File: config.mk
export PLATFORM = sky130hd
export DESIGN_NAME = alarm_controller
export DESIGN_NICKNAME = d
export VERILOG_FILES = /design/src/rtl/alarm_controller.sv
export SDC_FILE = /design/constraint.sdc
export NUM_CORES = 1
export LEC_CHECK = 0
export CELL_PAD_IN_SITES_DETAIL_PLACEMENT = 1
export CELL_PAD_IN_SITES_GLOBAL_PLACEMENT = 2
export CORE_MARGIN = 2
export CORE_UTILIZATION = 32
export DETAILED_ROUTE_END_ITERATION = 10
export GPL_TIMING_DRIVEN = 0
export PLACE_DENSITY = 0.82
export SYNTH_ARGS = -nofsm -noshare
export SYNTH_HDL_FRONTEND = slang
export SYNTH_SLANG_ARGS = --single-unit
File: constraint.sdc
create_clock -name clock_in -period 2.5 [get_ports clock_in]
set_input_delay 0.375 -clock clock_in [delete_from_list [all_inputs] [get_ports clock_in]]
set_output_delay 0.375 -clock clock_in [all_outputs]
set_load 0.005 [all_outputs]
File: src/rtl/alarm_controller.sv
// Door alarm controller: arm/disarm button, exit/entry countdowns, siren.
// Optional ALARM_AUTO_REARM_EN: siren times out and re-arms.
//
// Ports:
//   clock_in     : system clock, all state on its rising edge
//   reset_in     : synchronous active-high reset
//   arm_btn_in   : debounced arm/disarm button level, 1 = pressed
//   door_open_in : debounced door sensor level, 1 = open
//   state_out    : 0 DISARMED, 1 ARMING, 2 ARMED, 3 ENTRY, 4 ALARM
//   armed_out    : high in ARMED, ENTRY, ALARM
//   warn_out     : high in ARMING, ENTRY
//   siren_out    : high in ALARM
module alarm_controller #(
  parameter int unsigned EXIT_DELAY_CYCLES  = 1_000_000,
  parameter int unsigned ENTRY_DELAY_CYCLES = 1_000_000,
  parameter int unsigned SIREN_CYCLES       = 5_000_000
) (
  input  logic       clock_in,
  input  logic       reset_in,
  input  logic       arm_btn_in,
  input  logic       door_open_in,
  output logic [2:0] state_out,
  output logic       armed_out,
  output logic       warn_out,
  output logic       siren_out
);

  localparam int unsigned MAX_A =
    (EXIT_DELAY_CYCLES > ENTRY_DELAY_CYCLES) ?
    EXIT_DELAY_CYCLES : ENTRY_DELAY_CYCLES;
  localparam int unsigned MAX_D =
    (MAX_A > SIREN_CYCLES) ? MAX_A : SIREN_CYCLES;
  localparam int unsigned CNT_W =
    (MAX_D > 1) ? $clog2(MAX_D) : 1;

  localparam logic [CNT_W-1:0] EXIT_LOAD =
    CNT_W'(EXIT_DELAY_CYCLES - 1);
  localparam logic [CNT_W-1:0] ENTRY_LOAD =
    CNT_W'(ENTRY_DELAY_CYCLES - 1);
`ifdef ALARM_AUTO_REARM_EN
  localparam logic [CNT_W-1:0] SIREN_LOAD =
    CNT_W'(SIREN_CYCLES - 1);
`endif

  typedef enum logic [2:0] {
    S_DISARMED = 3'd0,
    S_ARMING   = 3'd1,
    S_ARMED    = 3'd2,
    S_ENTRY    = 3'd3,
    S_ALARM    = 3'd4
  } state_e;

  state_e           state_q, state_d;
  logic [CNT_W-1:0] cnt_q, cnt_d;
  logic             btn_q, btn_d;
  logic             press;
  logic             expired;

  always_ff @(posedge clock_in) begin
    if (reset_in) begin
      state_q <= S_DISARMED;
      cnt_q   <= '0;
      // Track the live button so a hold across reset is not a press.
      btn_q   <= arm_btn_in;
    end else begin
      state_q <= state_d;
      cnt_q   <= cnt_d;
      btn_q   <= btn_d;
    end
  end

  always_comb begin
    state_d = state_q;
    cnt_d   = cnt_q;
    btn_d   = arm_btn_in;
    press   = arm_btn_in & ~btn_q;
    expired = (cnt_q == '0);
    if (!expired) cnt_d = cnt_q - 1'b1;

    // Press wins over expiry and door events in every state.
    case (state_q)
      S_DISARMED: begin
        if (press) begin
          state_d = S_ARMING;
          cnt_d   = EXIT_LOAD;
        end
      end
      S_ARMING: begin
        if (press) begin
          state_d = S_DISARMED;
          cnt_d   = '0;
        end else if (expired) begin
          if (door_open_in) cnt_d = EXIT_LOAD;
          else state_d = S_ARMED;
        end
      end
      S_ARMED: begin
        if (press) begin
          state_d = S_DISARMED;
          cnt_d   = '0;
        end else if (door_open_in) begin
          state_d = S_ENTRY;
          cnt_d   = ENTRY_LOAD;
        end
      end
      S_ENTRY: begin
        if (press) begin
          state_d = S_DISARMED;
          cnt_d   = '0;
        end else if (expired) begin
          state_d = S_ALARM;
`ifdef ALARM_AUTO_REARM_EN
          cnt_d   = SIREN_LOAD;
`else
          cnt_d   = '0;
`endif
        end
      end
      S_ALARM: begin
        if (press) begin
          state_d = S_DISARMED;
          cnt_d   = '0;
        end
`ifdef ALARM_AUTO_REARM_EN
        else if (expired) begin
          state_d = S_ARMED;
        end
`endif
      end
      default: begin
        state_d = S_DISARMED;
        cnt_d   = '0;
      end
    endcase
  end

  assign state_out = state_q;
  assign armed_out = (state_q == S_ARMED) |
                     (state_q == S_ENTRY) |
                     (state_q == S_ALARM);
  assign warn_out  = (state_q == S_ARMING) |
                     (state_q == S_ENTRY);
  assign siren_out = (state_q == S_ALARM);

endmodule
==> results of run 1 <==
==> routing by layer <==
layer / GRT usage [%] / up-vias
met2: 26.2 / 12
li1: - / 768
met4: 3.82 / 0
met3: 2.62 / 4
met5: 0 / -
met1: 22.5 / 742
==> repair_timing <==
action	CTS	global route
buffers inserted	2	3
pin swaps	2	0
endpoints found under the setup margin	9	8
resized for setup	12	5
hold buffers	0	0
endpoints found under the hold margin	0	0
==> power by group through the flow <==
| stage | clock network, mW | registers, mW | logic (mW) |
|---|---|---|---|
| 6_report | 0.260 | 0.592 | 0.679 |
| 5_1_grt | 0.288 | 0.606 | 0.768 |
| 3_3_place_gp | 0 | 0.586 | 0.584 |
| 3_5_place_dp | 0 | 0.588 | 0.591 |
| 2_1_floorplan | 0 | 0.570 | 0.468 |
| 4_1_cts | 0.272 | 0.591 | 0.661 |
==> cell type report <==
cell class,instances,area [sq um]
clock inverter,1,5.00
clock buffer,3,41.3
buffer,9,55.1
timing repair buffer,13,118
sequential,27,542
multi-input combinational,158,1120
fill,621,3060
tap,70,87.6
inverter,5,18.8
==> path summary, 6_finish.rpt <==
path,depth (start not counted),startpoint,endpoint,slack (ns)
max reg2reg,10,cnt_q[8]$_SDFF_PP0_,cnt_q[0]$_SDFF_PP0_,0.03
min,2,cnt_q[8]$_SDFF_PP0_,cnt_q[8]$_SDFF_PP0_,0.53
min reg2reg,2,cnt_q[8]$_SDFF_PP0_,cnt_q[8]$_SDFF_PP0_,0.53
max,10,cnt_q[8]$_SDFF_PP0_,cnt_q[0]$_SDFF_PP0_,0.03
==> kinds of logic (layout without fill, tap and decap cells) <==
family	count (synthesis)	after routing	share of synthesized area [%]
AOI/OAI and AO/OA	47	47	18.9
DFF	27	27	32.7
and+or+nand+nor	91	91	33.0
muxes	1	1	0.605
buffers and inverters	15	31	4.01
adders and majority gates	4	4	2.87
xor gates and xnor gates	15	15	7.94
==> worst min-delay path: stages, from the launching register on <==
cell	delay, ns
dfxtp_1	0.36
xor2_1	0.07
nor2_1	0.07
==> registers in the layout (all words and copies together) (netlist names) <==
| name | count |
|---|---|
| state_out | 3 |
| cnt_q | 23 |
| btn_q | 1 |
==> through the flow <==
| step | setup WS, ns | instances |
|---|---|---|
| after global placement | -0.551 | 278 |
| after detailed placement | -0.602 | 278 |
| after floorplan | 0.0170 | 200 |
| final | 0.0251 | 286 |
| after CTS | 0.0130 | 284 |
| after global routing | -0.0921 | 286 |
==> synth_stat cells (3+ instances only) <==
cell type   n  area, sq um
nor4_1      3         18.8
o21ai_0    14         70.1
nor2_1     26         97.6
nor3_1     11         55.1
clkbuf_1    6         22.5
o21a_1      3         22.5
nand2b_1    3         18.8
a21oi_1     9         45.0
nand2_1    10         37.5
ha_1        3         37.5
dfxtp_1    27          541
and2_1      3         18.8
nand4_1     4         25.0
a31oi_1     4         25.0
inv_1       5         18.8
nor4_2      3         37.5
xor2_1     13          114
nand3_1     8         40.0
==> impl_metrics.tcl, run 1 <==
set metrics [dict create \
    setup_viol 0 \
    wl_met1_mm 2.26 \
    viasPerCell 5.34 \
    end_kind "flip-flop" \
    die_y_um 75.9 \
    routed.top_layer "met4" \
    final_layout_size_suffix_gt1_share_pct 15.7 \
    path_class "flip-flop to flip-flop" \
    initial_utilization_pct 32.8 \
    postSynthNetCount 207 \
    ir_drop_mv 0.422 \
    grt_pass1_wl_mm 7.64 \
    worst_hold_slack_ns 0.528 \
    die_w_um 75.9 \
    finalNetCount 224 \
    io-pin-count 10 \
    intPower_mw 0.914 \
    synthCells 200 \
    std_cell_rows 26 \
    rsz0062_at_grt "true" \
    slowest_stage "or4_4" \
    clock_path_buffers 2 \
    min_period_ns 2.47 \
    num_antenna_cells 0 \
    die_area_sq_um 5760 \
    dr.pass1.iters 4 \
    period_share_pct 99.0 \
    relSlewSlack_pct 62.2 \
    ys_async_sr_fraction_pct 0 \
    antenna_found_initial 0 \
    fmax_ghz 0.404 \
    netlist-cell-type-count 52 \
    power.leakage_nw 0.699 \
    num_vias 1526 \
    core-area_sq_um 5040 \
    cts_tree "built" \
    swShare_pct 40.3 \
    finalInstanceArea_sq_um 1980 \
    antenna_left 0 \
    cts_buffers 3 \
    htreeDepth 1 \
    fin_total_pwr_mw 1.53 \
    ys_seq_area_share_pct 32.7 \
    clock_latency_ns 0.28 \
    clk_pin_slew_ns 0.10 \
    critPathBufInv 2 \
    slew_viol_final 0 \
    pwr-share-clk_pct 17.0 \
    grt_pass1_vias 1555 \
    slowest_delay_ns 0.53 \
    hold_violations 0 \
    place.gp.congestion 0.783 \
    syn_area_sq_um 1660 \
    grt-ovfl-total 0 \
    p_switching_mw 0.617 \
    crit_fanout 10 \
    setup-tns-final_ns 0 \
    cp.arrival_ns 2.66 \
    clockRootBuffer "clkbuf_8" \
    io_buffers 8 \
    synth_ff_type "dfxtp_1" \
    maxCapViolCount 0 \
    ys_seq_elements 27 \
    skew_ns 0.00337 \
    postSynthAreaPerCell_sq_um 8.28 \
    seq_power_share_pct 38.7 \
    synthToLayoutAreaGrowth_pct 19.8 \
    wirelength_mm 4.40 \
    track_usage_pct 16.1 \
    grt_max_degree 16 \
    crit_family "simple AND/OR/NAND/NOR gates" \
    dr.first_iter.drc_count 63 \
    place_hpwl_mm 3.19 \
    synth_edf_count 0 \
    tightest_slew_ns 0.553 \
    start_kind "flip-flop" \
    wl_met2_mm 1.99 \
    hold_class "flip-flop to flip-flop" \
    dpl_cell_area_sq_um 1820 \
    clkSinkCount 27 \
    yosys_warnings 0 \
    combPwrFrac_pct 44.4 \
    routedWlPerCell_um 15.4 \
    met3RoutedLength_um 95 \
    outcome "finished clean" \
    critPathRequiredTime_ns 2.68 \
    drc 0 \
    final_cell_mix "26 x nor2_1, 26 x dfxtp_1, 13 x o21ai_0, 13 x xor2_1, 11 x nor3_1" \
    power_density_nw_per_um2 772 \
    path_cells "or4_4 > or3_1 > buf_6 > nor2_4 > inv_2 > ha_4 > nand2b_1 > o311ai_2 > a21oi_1 > o21a_1" \
    post-route-util_pct 39.3 \
]
Note: power is estimated with default switching activity, not from simulation.
==> inputs of run 2 (changes only) <==
PLACE_DENSITY = 0.78   (was 0.82)
==> run 2 against run 1 <==
Effect of this change: cell area grew 0.50%; combinational power is essentially flat; maximum frequency is essentially flat; first-iteration DRC count grew 25%; sequential power is essentially flat; die area is the same; global-route usage grew 0.30 points; hold slack lost 0.0077 ns; power grew 0.55%; highest routed layer unchanged; critical path depth is the same; clock-buffer cell count is the same; via count grew 1.2%.
==> impl_metrics.tcl, run 2 (synthesized netlist as in run 1, its figures left out) <==
set metrics [dict create \
    place.gp.congestion 0.758 \
    core-area_sq_um 5040 \
    gr-usage-met1_pct 23.4 \
    p_switching_mw 0.624 \
    critPathRequiredTime_ns 2.68 \
    min_period_ns 2.47 \
    cp.arrival_ns 2.65 \
    die_area_sq_um 5760 \
    skew_ns 0.00891 \
    cts-hold-fix-buffers 0 \
    power_density_nw_per_um2 772 \
    crit_fanout 10 \
    clock_path_buffers 2 \
    ir_drop_mv 0.349 \
    track_usage_pct 16.4 \
    slew_viol_final 0 \
    cts_buffers 3 \
    hold_class "flip-flop to flip-flop" \
    num_antenna_cells 0 \
    htreeDepth 1 \
    period_share_pct 99.0 \
    final_layout_size_suffix_gt1_share_pct 16.7 \
    dr.first_iter.drc_count 79 \
    std_cell_rows 26 \
    end_kind "flip-flop" \
    fin_ws_ns 0.0259 \
    final_cell_mix "26 x nor2_1, 25 x dfxtp_1, 13 x o21ai_0, 13 x xor2_1, 11 x nor3_1" \
    grt_pass1_vias 1580 \
    io-pin-count 10 \
    seq_power_share_pct 38.7 \
    slowest_stage "or4_4" \
    grt_max_degree 17 \
    worst_hold_slack_ns 0.521 \
    initial_utilization_pct 32.8 \
    routedWlPerCell_um 16.0 \
    die_y_um 75.9 \
    slowest_delay_ns 0.53 \
    fmax_ghz 0.404 \
    hold_violations 0 \
    clock_latency_ns 0.28 \
    start_kind "flip-flop" \
    largest_register_ffs 23 \
    fin_total_pwr_mw 1.54 \
    synthToLayoutAreaGrowth_pct 20.4 \
    finalNetCount 224 \
    rsz0062_at_grt "true" \
    cts_tree "built" \
    die_w_um 75.9 \
    wirelength_mm 4.56 \
    num_vias 1545 \
    place_hpwl_mm 3.22 \
    finalInstanceArea_sq_um 1990 \
    drc 0 \
    path_cells "or4_4 > or3_1 > buf_6 > nor2_4 > inv_4 > ha_4 > nand2b_1 > o311ai_2 > a21oi_2 > o21a_1" \
    antenna_found_initial 0 \
    tightest_slew_ns 0.578 \
    grt_pass1_wl_mm 7.82 \
    pwr-share-clk_pct 17.4 \
    io_buffers 8 \
    grt_busiest_layer "met2" \
    dpl_cell_area_sq_um 1820 \
    path_class "flip-flop to flip-flop" \
    setup-tns-final_ns 0 \
    maxCapViolCount 0 \
    power.leakage_nw 0.696 \
    relSlewSlack_pct 60.4 \
    post-place-ws_ns -0.587 \
    clk_pin_slew_ns 0.10 \
    final_common_cell "nor2_1" \
    combPwrFrac_pct 44.0 \
    dr.pass1.iters 4 \
    intPower_mw 0.915 \
    antenna_left 0 \
    grt_util_met3_pct 1.79 \
    viasPerCell 5.40 \
    setup_viol 0 \
    grtUsageMet2_pct 27.2 \
    regMostFlops "cnt_q" \
    clockRootBuffer "clkbuf_8" \
    swShare_pct 40.6 \
    grt-ovfl-total 0 \
    clkSinkCount 27 \
    outcome "finished clean" \
]
run 2: area by class of cell:
type	count	area (sq um)
Buffer	9	55.1
Clock inverter	1	7.51
Timing Repair Buffer	13	118
Fill cell	604	3050
Sequential cell	27	543
Tap cell	70	87.6
Inverter	5	21.3
Multi-Input combinational cell	158	1120
Clock buffer	3	41.3
run 2: final timing paths:
check | startpoint | end | slack [ns] | depth (start not counted)
min reg2reg | cnt_q[8]$_SDFF_PP0_ | cnt_q[8]$_SDFF_PP0_ | 0.52 | 2
min | cnt_q[8]$_SDFF_PP0_ | cnt_q[8]$_SDFF_PP0_ | 0.52 | 2
max reg2reg | cnt_q[8]$_SDFF_PP0_ | cnt_q[0]$_SDFF_PP0_ | 0.03 | 10
max | cnt_q[8]$_SDFF_PP0_ | cnt_q[0]$_SDFF_PP0_ | 0.03 | 10
run 2: metrics by stage:
stage	cells	util, %
floorplan	200	-
global placement	278	36.2
detailed placement	278	36.2
CTS	284	38.7
global route	286	39.5
finish	286	39.5
run 2: worst max-delay path: cells and delay by family (launching register included):
kind	cells	cell delay (ns)
adders and majority gates	1	0.27
buffers and inverters	2	0.23
AOI/OAI and AO/OA	3	0.49
and+or+nand+nor	4	1.04
DFF	1	0.34
run 2: power groups by stage:
stage	sequential [mW]	clock (mW)	combinational (mW)
floorplan	0.570	0	0.468
global route	0.607	0.299	0.762
CTS	0.594	0.282	0.650
finish	0.595	0.267	0.677
global placement	0.587	0	0.586
detailed placement	0.589	0	0.588
run 2: metal layers:
| metal | part of all wire (%) | vias to the layer above |
|---|---|---|
| met4 | 0.50 | 0 |
| met2 | 47 | 20 |
| met1 | 50 | 751 |
| met3 | 2.5 | 2 |
| met5 | 0 | - |
| li1 | - | 772 |
run 2: what timing repair did:
item,in CTS,in global routing
setup buffers,2,3
endpoints found under the setup margin,9,2
pin swaps,2,2
gates resized for setup,13,7
==> inputs of run 3 (changes only) <==
CAP_MARGIN = 20   (was not set)
==> results of run 3 <==
Same layout as run 2: the final DEF is identical, and so are final timing and power.
